File: src/rtl/audio_pkg.sv
// audio_pkg: definitions shared by the audio recorder and playback engines.
//   SDRAM_AW     SDRAM word-address width
//   SAMPLE_W     audio sample width
//   WORD_W       SDRAM data word width (two samples per word)
//   sample_t     one audio sample
//   play_state_e playback engine FSM states
package audio_pkg;

    localparam int SDRAM_AW = 23;
    localparam int SAMPLE_W = 16;
    localparam int WORD_W   = 32;

    typedef logic [SAMPLE_W-1:0] sample_t;

    typedef enum logic [2:0] {
        PLAY_IDLE,
        PLAY_FETCH,
        PLAY_PAUSE,
        PLAY_DRAIN,
        PLAY_ABORT,
        PLAY_DONE
    } play_state_e;

    // States in which the sample buffer feeds the DAC and stop is honoured.
    function automatic logic play_active(input play_state_e s);
        return (s == PLAY_FETCH) || (s == PLAY_PAUSE) || (s == PLAY_DRAIN);
    endfunction

endpackage

File: src/rtl/play_fifo.sv
// play_fifo: sample buffer between the SDRAM fetch side and the DAC side.
// Accepts one 32-bit SDRAM word per push (low half stored first, then high
// half) and hands out one 16-bit sample per pop.
//   clk, rst_n  clock, asynchronous active-low reset
//   flush       empties the buffer; wins over a simultaneous push/pop
//   push        write both halves of push_word (dropped if < 2 slots free)
//   push_word   SDRAM word to unpack
//   pop         remove the head sample (ignored when empty)
//   head        current head sample, 0 when empty
//   empty       no samples buffered
//   free        number of unused sample slots
module play_fifo
    import audio_pkg::*;
#(
    parameter int DEPTH = 8
) (
    input  logic                     clk,
    input  logic                     rst_n,
    input  logic                     flush,
    input  logic                     push,
    input  logic [WORD_W-1:0]        push_word,
    input  logic                     pop,
    output sample_t                  head,
    output logic                     empty,
    output logic [$clog2(DEPTH):0]   free
);

    localparam int PW = $clog2(DEPTH);

    sample_t         mem [DEPTH];
    logic [PW-1:0]   wr_ptr;
    logic [PW-1:0]   wr_ptr_p1;
    logic [PW-1:0]   rd_ptr;
    logic [PW:0]     count;
    logic            do_push;
    logic            do_pop;

    assign empty     = (count == '0);
    assign free      = (PW+1)'(DEPTH) - count;
    assign wr_ptr_p1 = wr_ptr + PW'(1);
    assign do_push   = push && (free >= (PW+1)'(2));
    assign do_pop    = pop && !empty;
    assign head      = empty ? '0 : mem[rd_ptr];

    always_ff @(posedge clk or negedge rst_n) begin
        if (!rst_n) begin
            wr_ptr <= '0;
            rd_ptr <= '0;
            count  <= '0;
        end else if (flush) begin
            wr_ptr <= '0;
            rd_ptr <= '0;
            count  <= '0;
        end else begin
            if (do_push) wr_ptr <= wr_ptr + PW'(2);
            if (do_pop)  rd_ptr <= rd_ptr + PW'(1);
            count <= count + (do_push ? (PW+1)'(2) : '0) - (do_pop ? (PW+1)'(1) : '0);
        end
    end

    always_ff @(posedge clk) begin
        if (do_push && !flush) begin
            mem[wr_ptr]    <= push_word[SAMPLE_W-1:0];
            mem[wr_ptr_p1] <= push_word[WORD_W-1:SAMPLE_W];
        end
    end

endmodule

File: src/rtl/play_core.sv
// play_core: playback engine. Fetches 32-bit words from SDRAM over an
// inclusive address range and streams them as 16-bit samples (low half
// first) to the DAC path over valid/ready. Supports pause and stop.
// Build option: define PLAY_LOOP_EN to restart at the start address after
// the last word and keep playing until stopped.
//   i_clk, i_rst          clock, asynchronous active-low reset
//   play_start            pulse: begin playback (IDLE only)
//   play_start_addr/_end  inclusive word range, sampled on play_start
//   play_pause            level: hold playback
//   play_stop             abort playback
//   play_done             1-cycle completion/abort pulse
//   play_read/play_addr   SDRAM read request and word address
//   play_readdata         SDRAM data, valid with play_sdram_finished
//   play_sdram_finished   SDRAM completion strobe
//   play_audio_*          sample stream to the DAC (valid/ready)
module play_core
    import audio_pkg::*;
#(
    parameter int FIFO_DEPTH = 8,
    parameter int AW         = SDRAM_AW
) (
    input  logic                i_clk,
    input  logic                i_rst,
    input  logic                play_start,
    input  logic [AW-1:0]       play_start_addr,
    input  logic [AW-1:0]       play_end_addr,
    input  logic                play_pause,
    input  logic                play_stop,
    output logic                play_done,
    output logic                play_read,
    output logic [AW-1:0]       play_addr,
    input  logic [WORD_W-1:0]   play_readdata,
    input  logic                play_sdram_finished,
    output logic [SAMPLE_W-1:0] play_audio_data,
    output logic                play_audio_valid,
    input  logic                play_audio_ready
);

`ifdef PLAY_LOOP_EN
    localparam bit LOOP_EN = 1'b1;
`else
    localparam bit LOOP_EN = 1'b0;
`endif

    localparam int FW = $clog2(FIFO_DEPTH) + 1;

    play_state_e    state;
    play_state_e    next_state;
    logic [AW-1:0]  addr_q;
    logic [AW-1:0]  start_q;
    logic [AW-1:0]  end_q;
    logic           range_bad;
    logic           read_q;
    logic           lock_q;

    logic           active;
    logic           paused;
    logic           at_end;
    logic           issue;
    logic           push;
    logic           pop;
    logic           flush;
    logic           valid;
    logic           fifo_empty;
    logic [FW-1:0]  fifo_free;
    sample_t        fifo_head;

    assign active = play_active(state);
    assign paused = play_pause || (state == PLAY_PAUSE);
    assign at_end = (addr_q == end_q);

    // Only one read in flight, and only when both halves of the word fit.
    assign issue  = (state == PLAY_FETCH) && !read_q && !range_bad &&
                    !play_pause && !play_stop && (fifo_free >= FW'(2));

    // lock_q keeps a presented sample valid across a pause until it is taken.
    assign valid  = active && !fifo_empty && (!paused || lock_q);
    assign pop    = valid && play_audio_ready;
    assign push   = read_q && play_sdram_finished && active && !play_stop;
    assign flush  = (active && play_stop) || (state == PLAY_ABORT);

    play_fifo #(
        .DEPTH (FIFO_DEPTH)
    ) u_fifo (
        .clk       (i_clk),
        .rst_n     (i_rst),
        .flush     (flush),
        .push      (push),
        .push_word (play_readdata),
        .pop       (pop),
        .head      (fifo_head),
        .empty     (fifo_empty),
        .free      (fifo_free)
    );

    always_comb begin
        next_state = state;
        case (state)
            PLAY_IDLE: begin
                if (play_start) next_state = PLAY_FETCH;
            end
            PLAY_FETCH: begin
                if (play_stop)                        next_state = PLAY_ABORT;
                else if (range_bad)                   next_state = PLAY_DONE;
                else if (issue && at_end && !LOOP_EN) next_state = PLAY_DRAIN;
                else if (play_pause)                  next_state = PLAY_PAUSE;
            end
            PLAY_PAUSE: begin
                if (play_stop)        next_state = PLAY_ABORT;
                else if (!play_pause) next_state = PLAY_FETCH;
            end
            PLAY_DRAIN: begin
                // Stop wins over a drain that would complete this cycle.
                if (play_stop)                    next_state = PLAY_ABORT;
                else if (!read_q && fifo_empty)   next_state = PLAY_DONE;
            end
            PLAY_ABORT: begin
                if (!read_q || play_sdram_finished) next_state = PLAY_DONE;
            end
            PLAY_DONE: begin
                next_state = PLAY_IDLE;
            end
            default: begin
                next_state = PLAY_IDLE;
            end
        endcase
    end

    always_ff @(posedge i_clk or negedge i_rst) begin
        if (!i_rst) begin
            state     <= PLAY_IDLE;
            addr_q    <= '0;
            start_q   <= '0;
            end_q     <= '0;
            range_bad <= 1'b0;
            read_q    <= 1'b0;
            lock_q    <= 1'b0;
        end else begin
            state  <= next_state;
            lock_q <= valid && !play_audio_ready;

            if (state == PLAY_IDLE && play_start) begin
                addr_q    <= play_start_addr;
                start_q   <= play_start_addr;
                end_q     <= play_end_addr;
                range_bad <= (play_end_addr < play_start_addr);
            end

            if (issue) begin
                read_q <= 1'b1;
            end else if (play_sdram_finished) begin
                read_q <= 1'b0;
            end

            if (read_q && play_sdram_finished) begin
                if (!at_end)      addr_q <= addr_q + AW'(1);
                else if (LOOP_EN) addr_q <= start_q;
            end
        end
    end

    assign play_done        = (state == PLAY_DONE);
    assign play_read        = read_q;
    assign play_addr        = addr_q;
    assign play_audio_valid = valid;
    assign play_audio_data  = fifo_head;

endmodule

File: config.mk
export PLATFORM = sky130hd
export DESIGN_NAME = play_core
export DESIGN_NICKNAME = d
export VERILOG_FILES = /design/src/rtl/audio_pkg.sv /design/src/rtl/play_fifo.sv /design/src/rtl/play_core.sv
export SDC_FILE = /design/constraint.sdc
export NUM_CORES = 1
export LEC_CHECK = 0
export CELL_PAD_IN_SITES_DETAIL_PLACEMENT = 0
export CELL_PAD_IN_SITES_GLOBAL_PLACEMENT = 2
export CORE_UTILIZATION = 41
export DETAILED_ROUTE_END_ITERATION = 8
export GPL_TIMING_DRIVEN = 0
export HOLD_SLACK_MARGIN = 0.05
export PLACE_DENSITY_LB_ADDON = 0.1
export REMOVE_ABC_BUFFERS = 1
export SETUP_SLACK_MARGIN = 0.02
export SLEW_MARGIN = 5
export SYNTH_ARGS = -nofsm -noshare
export SYNTH_HDL_FRONTEND = slang
export SYNTH_HIERARCHICAL = 1
export SYNTH_SLANG_ARGS = --single-unit
File: constraint.sdc
create_clock -name i_clk -period 7.71 [get_ports i_clk]
set_clock_uncertainty 0.2 [all_clocks]
set_input_delay 1.1565 -clock i_clk [delete_from_list [all_inputs] [get_ports i_clk]]
set_output_delay 1.1565 -clock i_clk [all_outputs]
set_load 0.02 [all_outputs]
Yosys cells after proc, flatten, opt, wreduce, memory -nomap -nowiden

Memory sizes are Yosys's and may differ from the RTL's.
Index checks and enable logic that the tools add are counted.

Output and inout port bits: 42
Bits in writable memories: 128
Memories kept: 1
Register bits after elaboration: 62
Input port bits: 85

Reduce and logical (&&, ||, !) cells: 39
$add $sub $neg: 7
$lt $le $gt $ge: 2
Eq/ne operators: 11
Multiplexer cells: 26

Memories:

| name       | depth | width | rd ports | clocked after memory_dff | wr ports | RTL line        | RTL |
|---|---|---|---|---|---|---|---|
| u_fifo.mem | 8     | 16    | 1        | 0                        | 2        | play_fifo.sv:30 | `sample_t mem [DEPTH];` |

Operator list:

| kind                    | number |
|---|---|
| $mux W23                | 3 |
| $mux W3                 | 14 |
| $add A23 B1 Y23 const B | 1 |
| $eq A23 B23 Y1          | 1 |
| $lt A23 B23 Y1          | 1 |
| $logic_and A1 B1 Y1     | 19 |
| $mux W16                | 1 |
| $pmux W3 S5             | 1 |
| $logic_not A1 Y1        | 8 |
| $add A3 B1 Y3 const B   | 2 |
| $eq A3 B2 Y1 const B    | 2 |
| $eq A3 B3 Y1 const B    | 2 |
| $logic_or A1 B1 Y1      | 6 |
| $reduce_bool A2 Y1      | 3 |
| $mux W1                 | 5 |
| $ne A5 B4 Y1 const B    | 1 |
| $reduce_and A5 Y1       | 1 |
| $add A4 B4 Y4           | 1 |
| $ge A4 B2 Y1 const B    | 1 |
| $logic_not A4 Y1        | 1 |
| $mux W4                 | 1 |
| $sub A4 B4 Y4           | 1 |
| $sub A4 B4 Y4 const A   | 1 |
| $add A3 B2 Y3 const B   | 1 |
| other kinds (7)         | 7 |

Depth between registers and ports, before layout

Depth after elaboration: 11
Mapped depth: 16

By module

Netlist, hierarchy kept.

Modules (own cells, without submodules):

| module    | cells an instance | times used | seq. area each (um2) | area each (um2) |
|---|---|---|---|---|
| play_fifo | 371               | 1          | 4068.9               | 6436.2 |
| play_core | 446               | 1          | 1301.2               | 3686.0 |

Least setup slack after synthesis

OpenSTA, ideal clock, no wires.

Path kind: input -> register
Start point: in play_stop
End point: mem u_fifo/mem[0][0] (netlist bit), enable pin
Library setup time: 0.413 ns
Stages: 6
Setup slack: 3.807 ns
Arrival time: 3.290 ns
Cells stage by stage: or2_2 > clkbuf_1 > nor3_1 > o41ai_2 > buf_6 > nor3b_1

RTL lines:

| what               | RTL line        | RTL |
|---|---|---|
| start: declaration | play_core.sv:28 | `input logic play_stop,` |
| end: declaration   | play_fifo.sv:30 |  |

Worst setup path after layout

Start point: reg u_fifo.count[2]
End point: out play_audio_valid

Word-level cells in the longest chain between the ends: 4

RTL lines:

| what                              | RTL line        | RTL |
|---|---|---|
| start: declaration                | play_fifo.sv:34 | `logic [PW:0] count;` |
| start signal: assignment          | play_fifo.sv:57 | `count <= count + (do_push ? (PW+1)'(2) : '0) - (do_pop ? (PW+1)'(1) : '0);` |
| $logic_not A4 Y1                  | play_fifo.sv:38 | `assign empty = (count == '0);` |
| named net fifo_empty              | play_core.sv:64 | `logic fifo_empty;` |
| $logic_not A1 Y1                  | play_core.sv:77 | `assign valid = active && !fifo_empty && (!paused \|\| lock_q);` |
| $logic_and A1 B1 Y1 (2 in series) | play_core.sv:77 |  |
| end: declaration                  | play_core.sv:35 | `output logic play_audio_valid,` |

The timed path passes the listed nets, and every way through them passes these cells.

==> flow_metrics.py <==
metrics = {
    "floorplan": {
        "core_area_um2": 24200,
        "fp.dieW_um": 159,
        "pin_count": 127,
        "core.rowCount": 57,
        "fp.dieH_um": 159,
        "floorplan.initialDensity": 0.417,
        "design.die.area_um2": 25300,
    },
    "critical_path": {
        "worst_setup_path_start_kind": "flip-flop",
        "slowest_stage_cell_crit_path": "sky130_fd_sc_hd__clkdlybuf4s50_1",
        "worstPathMaxFanout": 18,
        "timing.critical_path.cells": "inv_1, ha_1, nand2_1, clkinv_1, a211oi_1, clkdlybuf4s50_1",
        "crit_start": "u_fifo/count[2]$_DFF_PN0_",
        "r2r_start": "u_fifo/count[2]$_DFF_PN0_",
        "worstPathArrival_ns": 3.15,
        "setup.worst_path.class": "reg -> out",
        "endpoint_kind": "output port",
        "critPathMaxStageDelay_ns": 0.68,
        "worst_ep_required_time_ns": 6.35,
    },
    "routing": {
        "drt_iter0_markers": 367,
        "route.detailed.wl_per_inst_um": 20.0,
        "via_count": 6660,
        "detail_route.vias_per_cell": 5.32,
        "maxUsedRoutingLayer": "met4",
        "met2_length_um": 13300,
        "drt-met1-wl_um": 10400,
        "finalWirelength_um": 25000,
        "post-route-drc-count": 0,
        "detail-route-antenna-nets": 0,
        "detailroute.wirelength.met3_um": 1050,
        "detailedRoute.firstPassIterationCount": 5,
    },
    "worst_hold_path": {
        "timing.hold.worst.class": "reg -> reg",
        "hold_path.startpoint": "end_q[2]$_DFFE_PN0P_",
    },
    "placed_design": {
        "final_wtd_congestion": 0.806,
        "hpwl_um": 18200,
        "portBuffers": 126,
        "detailedPlace.worstSlack_ns": 3.39,
    },
    "clocking": {
        "postCtsSetupBuffers": 0,
        "clk_latency_ns": 0.44,
        "postcts_resize_cnt": 0,
        "clk_pin_slew_ns": 0.08,
        "cts_root_buf": "sky130_fd_sc_hd__clkbuf_16",
        "clock_sinks": 189,
        "htreeDepth": 4,
        "tritoncts": "built",
        "clk_path_buf_depth": 2,
        "cts-hold-fix-buffers": 0,
        "cts-buffers-inserted": 17,
    },
    "sta": {
        "holdWs_ns": 0.298,
        "timing.final.ws_setup_ns": 3.20,
        "totalNegativeSetupSlack_ns": 0,
        "timing.final.crit_period_ns": 4.51,
        "rsz0062_at_grt": "false",
        "max_slew.worst_pin.slew_ns": 1.20,
        "maxSlewViolCount": 0,
        "period_share": 0.585,
        "max_slew_margin": 0.200,
        "hold_viol": 0,
        "finalSetupViolations": 0,
        "maxClockFrequency_mhz": 222,
    },
    "cells_and_area": {
        "layout.cells.most_common_list": "sky130_fd_sc_hd__edfxtp_1 (128), sky130_fd_sc_hd__clkdlybuf4s50_1 (125), sky130_fd_sc_hd__nand2_1 (102)",
        "most_common_cell_after_layout_fill_and_taps_aside": "sky130_fd_sc_hd__edfxtp_1",
        "nets": 1036,
        "postLayoutCoreUtil": 0.514,
        "drive_gt1_frac": 0.196,
        "num_antenna_cells": 0,
        "areaGrowthSynthToFinish_pct": 23.1,
    },
    "yosys": {
        "mappedNetlistArea_um2": 10100,
        "syn_area_per_cell_um2": 12.4,
        "synthesis.instances": 816,
        "synthesis.yosys.warnings": 6,
    },
    "global_route": {
        "grt_pass1_wl_um": 39900,
        "pin_count_of_the_biggest_net_entering_global_routing": 62,
        "grt_util_all_layers": 0.206,
        "global_route.overflow_total": 0,
        "antenna_found_initial": 0,
        "grt_pass1_vias": 6986,
    },
    "power": {
        "power.leakage_nw": 4.53,
        "power_density_nw_per_um2": 280,
        "irDropWorstVdd_uv": 142,
    },
    "status": {
        "outcome": "completed",
    },
    "job": {
        "drv.max_cap_violation_count": 0,
    },
}
==> flip-flops by register name, indices dropped and copies added (netlist names) <==
name	count
end_q	23
state	3
play_read	1
u_fifo/mem	128
u_fifo/count	4
u_fifo/wr_ptr	2
lock_q	1
play_addr	23
u_fifo/rd_ptr	3
range_bad	1
==> area by class of cell <==
class	instances	area [µm²]
inverter	40	150
tap	324	405
timing repair buffer	152	1610
sequential	189	5370
clock inverter	14	180
multi-input combinational	516	4300
clock buffer	18	429
fill	2100	11800
==> where the power goes <==
part	total (mW)	leakage [nW]	internal [mW]	switching [mW]
logic	1.17	2.34	0.536	0.631
clock network	0.898	0.294	0.443	0.455
registers	1.42	1.90	1.22	0.199
==> critical path, delay by kind of cell (launching register included) <==
family	cells	cell delay [ns]
adder cells (fa/ha/maj)	1	0.20
flip-flops	1	0.45
AO/OA/AOI/OAI	1	0.55
AND/OR/NAND/NOR	1	0.11
buffers and inverters	3	1.41
==> worst paths after layout <==
check	slack (ns)	depth (start not counted)	end
worst min-delay path	0.30	2	end_q[2]$_DFFE_PN0P_
min in group asynchronous	0.50	2	state[2]$_DFFE_PN0P_
worst max-delay path	3.20	6	play_audio_valid
worst min register to register	0.30	2	end_q[2]$_DFFE_PN0P_
max in group asynchronous	6.50	2	u_fifo/rd_ptr[0]$_DFFE_PN0P_
worst max register to register	4.00	13	u_fifo/count[2]$_DFF_PN0_
==> through the flow <==
| stage | instances | cell area [µm²] | total power [mW] |
|---|---|---|---|
| detailed placement | 1221 | 11800 | 2.62 |
| global route | 1253 | 12500 | 3.68 |
| global placement | 1195 | 11400 | 2.57 |
| floorplan | 745 | 9780 | 2.08 |
| finish | 1253 | 12500 | 3.48 |
| CTS | 1253 | 12500 | 3.52 |
==> routing by layer <==
layer / global-route usage / up-vias
met1: 0.249 / 3314
met2: 0.375 / 148
met5: 0 / -
li1: - / 3180
met3: 0.0427 / 18
met4: 0.0490 / 0
Power figures use the tool's default switching activity.
